[src/rtl/hsv_core_flush_responder.sv]
// Per-stage responder for the core flush handshake: stage FIFO plus side-transaction tracking.
// A flush discards buffered data, blocks issue, waits for outstanding transactions to retire, then acknowledges.
module hsv_core_flush_responder #(
    parameter int WIDTH           = 32,
    parameter int DEPTH           = 2,
    parameter int MAX_OUTSTANDING = 4,
    localparam int OUT_W          = $clog2(MAX_OUTSTANDING + 1)
) (
    input  logic             clk_core,
    input  logic             rst_core,
    input  logic             flush_req,
    output logic             flush_ack,
    input  logic [WIDTH-1:0] in,
    input  logic             valid_i,
    output logic             ready_o,
    output logic [WIDTH-1:0] out,
    output logic             valid_o,
    input  logic             ready_i,
    input  logic             txn_issue,
    input  logic             txn_done,
    output logic             issue_allow,
    output logic [OUT_W-1:0] outstanding,
    output logic             txn_err
);

    localparam int PTR_W = $clog2(DEPTH);
    localparam int CNT_W = $clog2(DEPTH + 1);

    typedef enum logic [1:0] {ST_RUN, ST_DRAIN, ST_ACKED} state_e;

    state_e             state_q, state_d;
    logic [WIDTH-1:0]   mem_q [DEPTH];
    logic [PTR_W-1:0]   wr_ptr_q, wr_ptr_d, rd_ptr_q, rd_ptr_d;
    logic [CNT_W-1:0]   count_q, count_d;
    logic [OUT_W-1:0]   outstanding_q, outstanding_d;
    logic               txn_err_q, txn_err_d;
    logic               running, full, empty, push, pop;

    // State register.
    // NOTE: sequential state uses non-blocking assignments so every flop samples pre-edge values.
    always_ff @(posedge clk_core or posedge rst_core) begin
        if (rst_core) begin
            state_q <= ST_RUN;
        end else begin
            state_q <= state_d;
        end
    end

    // Next-state logic.
    always_comb begin
        // NOTE: default assignment first so no path leaves state_d unassigned (no latch).
        state_d = state_q;
        case (state_q)
            ST_RUN:   if (flush_req) state_d = ST_DRAIN;
            ST_DRAIN: if (outstanding_q == '0) state_d = flush_req ? ST_ACKED : ST_RUN;
            ST_ACKED: if (!flush_req) state_d = ST_RUN;
            default:  state_d = ST_RUN;
        endcase
    end

    // Outputs; the flush_req gating means no handshake completes while a flush is requested.
    always_comb begin
        running     = (state_q == ST_RUN) && !flush_req;
        full        = (count_q == CNT_W'(DEPTH));
        empty       = (count_q == '0);
        ready_o     = running && !full;
        valid_o     = running && !empty;
        push        = valid_i && ready_o;
        pop         = valid_o && ready_i;
        out         = mem_q[rd_ptr_q];
        issue_allow = running && (outstanding_q < OUT_W'(MAX_OUTSTANDING));
        flush_ack   = (state_q == ST_ACKED);
        outstanding = outstanding_q;
        txn_err     = txn_err_q;
    end

    // FIFO bookkeeping; any non-running cycle empties the FIFO and discards its payload.
    always_comb begin
        wr_ptr_d = wr_ptr_q;
        rd_ptr_d = rd_ptr_q;
        count_d  = count_q;
        if (!running) begin
            wr_ptr_d = '0;
            rd_ptr_d = '0;
            count_d  = '0;
        end else begin
            if (push) wr_ptr_d = wr_ptr_q + PTR_W'(1);
            if (pop)  rd_ptr_d = rd_ptr_q + PTR_W'(1);
            if (push && !pop)      count_d = count_q + CNT_W'(1);
            else if (pop && !push) count_d = count_q - CNT_W'(1);
        end
    end

    // Outstanding-transaction counter with saturation and sticky error.
    always_comb begin
        outstanding_d = outstanding_q;
        txn_err_d     = txn_err_q;
        if (txn_issue && !txn_done) begin
            if (outstanding_q == OUT_W'(MAX_OUTSTANDING)) txn_err_d = 1'b1;
            else outstanding_d = outstanding_q + OUT_W'(1);
        end else if (txn_done && !txn_issue) begin
            if (outstanding_q == '0) txn_err_d = 1'b1;
            else outstanding_d = outstanding_q - OUT_W'(1);
        end
    end

    always_ff @(posedge clk_core or posedge rst_core) begin
        if (rst_core) begin
            wr_ptr_q      <= '0;
            rd_ptr_q      <= '0;
            count_q       <= '0;
            outstanding_q <= '0;
            txn_err_q     <= 1'b0;
        end else begin
            wr_ptr_q      <= wr_ptr_d;
            rd_ptr_q      <= rd_ptr_d;
            count_q       <= count_d;
            outstanding_q <= outstanding_d;
            txn_err_q     <= txn_err_d;
        end
    end

    // NOTE: payload storage is deliberately not reset; occupancy alone decides validity.
    always_ff @(posedge clk_core) begin
        if (push) mem_q[wr_ptr_q] <= in;
    end

endmodule

[config.mk]
export PLATFORM = sky130hd
export DESIGN_NAME = hsv_core_flush_responder
export DESIGN_NICKNAME = d
export VERILOG_FILES = /design/src/rtl/hsv_core_flush_responder.sv
export SDC_FILE = /design/constraint.sdc
export NUM_CORES = 1
export LEC_CHECK = 0
export CAP_MARGIN = 10
export CELL_PAD_IN_SITES_DETAIL_PLACEMENT = 0
export CELL_PAD_IN_SITES_GLOBAL_PLACEMENT = 1
export CORE_MARGIN = 1.5
export CORE_UTILIZATION = 35
export DETAILED_ROUTE_END_ITERATION = 16
export PLACE_DENSITY_LB_ADDON = 0.1
export RECOVER_POWER = 100
export SLEW_MARGIN = 20
export SYNTH_ARGS = -nofsm -noshare
export SYNTH_HDL_FRONTEND = slang
export SYNTH_SLANG_ARGS = --single-unit
export TNS_END_PERCENT = 100
[constraint.sdc]
create_clock -name clk_core -period 3.4 [get_ports clk_core]
set_input_delay 0.68 -clock clk_core [delete_from_list [all_inputs] [get_ports clk_core]]
set_output_delay 0.68 -clock clk_core [all_outputs]
set_load 0.005 [all_outputs]
==> out/results.tsv <==
metric	value	unit
max-cap violation count	0	
number of buffers added by the clock tree synthesis step	9	
Finished Core Util	0.497	
count of H-tree levels built during CTS	3	
fraction of the mapped netlist area in simple logic gates	0.0487	
Static Leak	1.42	nW
worst setup timing slack at the placement stage	0.420	ns
hold endpoint	txn_err	
path class of the lowest-slack min-delay path	reg -> reg	
number of setup buffers added after CTS	0	
fraction of synthesis flops using an asynchronous set or reset pin	0.135	
Longest Clk Path Bufs	2	
startpoint-to-endpoint class of the critical path	in -> out	
Synth Area in Adders	0.0154	
reg-to-reg critical path endpoint	mem_q[1][3]	
number of hold-slack violations in the final timing report	0	
launch instance of the worst min-delay path	txn_err	
complex-gate fraction of the synthesized area	0.0393	
top achievable clock speed	0.315	GHz
count of cell types in the netlist	34	
worst-case vdd ir drop	0.240	mV
clock latency of the later-clocked register in the worst-skew pair	0.34	ns
Area growth, synth to finish	38.6	%
average wire length per cell after detail routing	14.1	um
core region area	8180	um2
number of warnings issued by yosys	0	
final design instance area without fill	4060	um2
aggregate global-route resource usage	0.122	
Worst Setup Start Kind	input pin	
sink count of the clock tree	74	
filler-free cell count of the finished design	364	
placed insts	348	
global-route wire length before repair	7970	um
outcome	finished, final reports clean	
worst path setup slack after routing	0.227	ns
net count of the mapped netlist	211	
area fraction of the dominant cell type after synthesis	0.656	
number of global-route vias before repair	1677	
synthesized flop and latch total	74	
post-cts sizing count	0	
CP endpoint kind	primary output	
gate count of the mapped netlist	169	
critical path data arrival time	2.49	ns
Max Used Layer	met5	
clock transition at the registers of the reported paths	0.08	ns
Detailed Place HPWL	3260	um
Detail Route met2 WL	2380	um
Hold Path Depth	1	
number of primary I/O pins	79	
mean post-synth cell area	17.3	um2
final worst clock skew	0.0111	ns
transition at the pin with the smallest max-transition slack	0.911	ns
worst relative slew slack	0.392	
cells on worst reg2reg path	4	
share of the clock period used by the worst path after layout	0.933	
via count	1683	
Primary FF master, synth	sky130_fd_sc_hd__edfxtp_1	
port bufs	78	
Post-Route WL	5140	um
row count	33	
data required time of the critical path	2.72	ns
setup repair after global routing missed its margin	no	
final-report max-slew violation count	0	
dominant combinational cell family by area after synthesis	multiplexers	
post-route ant nets	0	
worst setup slack for register-to-register paths	0.73	ns
TritonCTS clock tree	built	
Placed Area	3850	um2
final-report setup violation count	0	
Reg area	2170	um2
footprint of the multi-input gates	708	um2
TNS Setup	0	ns
minimum clock period	3.17	ns
area leader, netlist	sky130_fd_sc_hd__edfxtp_1	
crit path max fanout	8	
wire length on met3	322	um
starting density of the core	0.359	
fillcell total	715	
met1 wire length	2320	um
floorplan die area	8930	um2
post-synthesis xor/xnor area fraction	0.00896	
mux contribution to synthesized area	0.126	
fraction of layout cells with a size suffix above 1	0.194	
die height	94.5	um
final weighted congestion in routability-driven placement	0.752	
CTS root buffer	sky130_fd_sc_hd__clkbuf_8	
commonest cells after routing, fill and taps aside	sky130_fd_sc_hd__dlygate4sd3_1 (72), sky130_fd_sc_hd__edfxtp_1 (64), sky130_fd_sc_hd__mux2_2 (31)	
cts hold-fix bufs	0	
Synth Cell Area	2930	um2
number of synthesized flops with an enable pin	64	
die width	94.5	um
most common cell after layout, fill and taps aside	sky130_fd_sc_hd__dlygate4sd3_1	
net total in the final layout	296	
antenna violations before repair	2	
Overflow after GRT	0	
Synth area leaders	sky130_fd_sc_hd__edfxtp_1 (66%), sky130_fd_sc_hd__mux2_2 (12%), sky130_fd_sc_hd__dfrtp_1 (8.5%)	
PwrDens	557	nW/um2
Vias/cell	4.62	
number of detailed-route iterations in the first pass	4	
sequential share of the synthesized area	0.741	
drt initial violations	52	
launching point of the worst reg2reg path	state_q[1]	
pin count of the biggest net entering global routing	34	
Post-route DRC	0	
[worst max path at each step]
| stage | startpoint | end | slack [ns] |
|---|---|---|---|
| finish | flush_req | ready_o | 0.23 |
| CTS | flush_req | valid_o | 0.41 |
| floorplan | flush_req | mem_q[0][0] | 0.73 |
| detailed placement | flush_req | ready_o | 0.42 |
| global route | flush_req | ready_o | 0.17 |
| global placement | flush_req | valid_o | 0.44 |
[metrics by stage]
step,power (mW),hold slack (ns)
after floorplan,1.33,0.453
after global placement,1.55,0.467
after detailed placement,1.54,0.465
after CTS,2.33,0.487
after global routing,2.37,0.500
final,2.26,0.476
[report_power, final]
| part | internal (mW) | total (mW) | switching (mW) |
|---|---|---|---|
| Clock | 0.479 | 0.774 | 0.294 |
| Combinational | 0.204 | 0.363 | 0.159 |
| Sequential | 1.07 | 1.13 | 0.0605 |
[flip-flops by register name (all words and copies together) (netlist names)]
signal / count
count_q: 2
rd_ptr_q: 1
txn_err: 1
mem_q: 64
wr_ptr_q: 1
state_q: 2
outstanding: 3
[worst max-delay path, cell delays in order]
cell	delay, ns
sky130_fd_sc_hd__dlygate4sd3_1	0.58
sky130_fd_sc_hd__or3_1	0.50
sky130_fd_sc_hd__nor2_4	0.16
sky130_fd_sc_hd__dlygate4sd3_1	0.57
[logic make-up (layout without fill, tap and decap cells)]
kind of cell               after synthesis  in the layout
AOI/OAI and AO/OA                       18             18
xor gates and xnor gates                 3              3
adders and majority gates                3              3
buffers and inverters                   13            102
DFF                                     74             74
muxes                                   33             33
other                                    0              1
and+or+nand+nor                         25             25
[routing by layer]
| metal | up-vias | track usage |
|---|---|---|
| met5 | - | 0 |
| met4 | 2 | 0.0672 |
| met3 | 13 | 0.0403 |
| met2 | 50 | 0.186 |
| met1 | 812 | 0.154 |
| li1 | 806 | - |
[area by class of cell]
class	count	share of cell area
Tap cell	105	0.0323
Clock inverter	6	0.0262
Multi-Input combinational cell	82	0.174
Antenna cell	1	0.000616
Sequential cell	74	0.535
Timing Repair Buffer	81	0.196
Clock buffer	9	0.0305
Inverter	6	0.00554
[Yosys cell counts (3+ instances only)]
master                     count
sky130_fd_sc_hd__edfxtp_1     64
sky130_fd_sc_hd__mux2_2       32
sky130_fd_sc_hd__dfrtp_1      10
sky130_fd_sc_hd__nor2_1        9
sky130_fd_sc_hd__a21oi_1       7
sky130_fd_sc_hd__inv_1         6
sky130_fd_sc_hd__buf_2         3
sky130_fd_sc_hd__clkbuf_1      3
sky130_fd_sc_hd__nor2b_1       3
(Power assumes the default switching activity.)
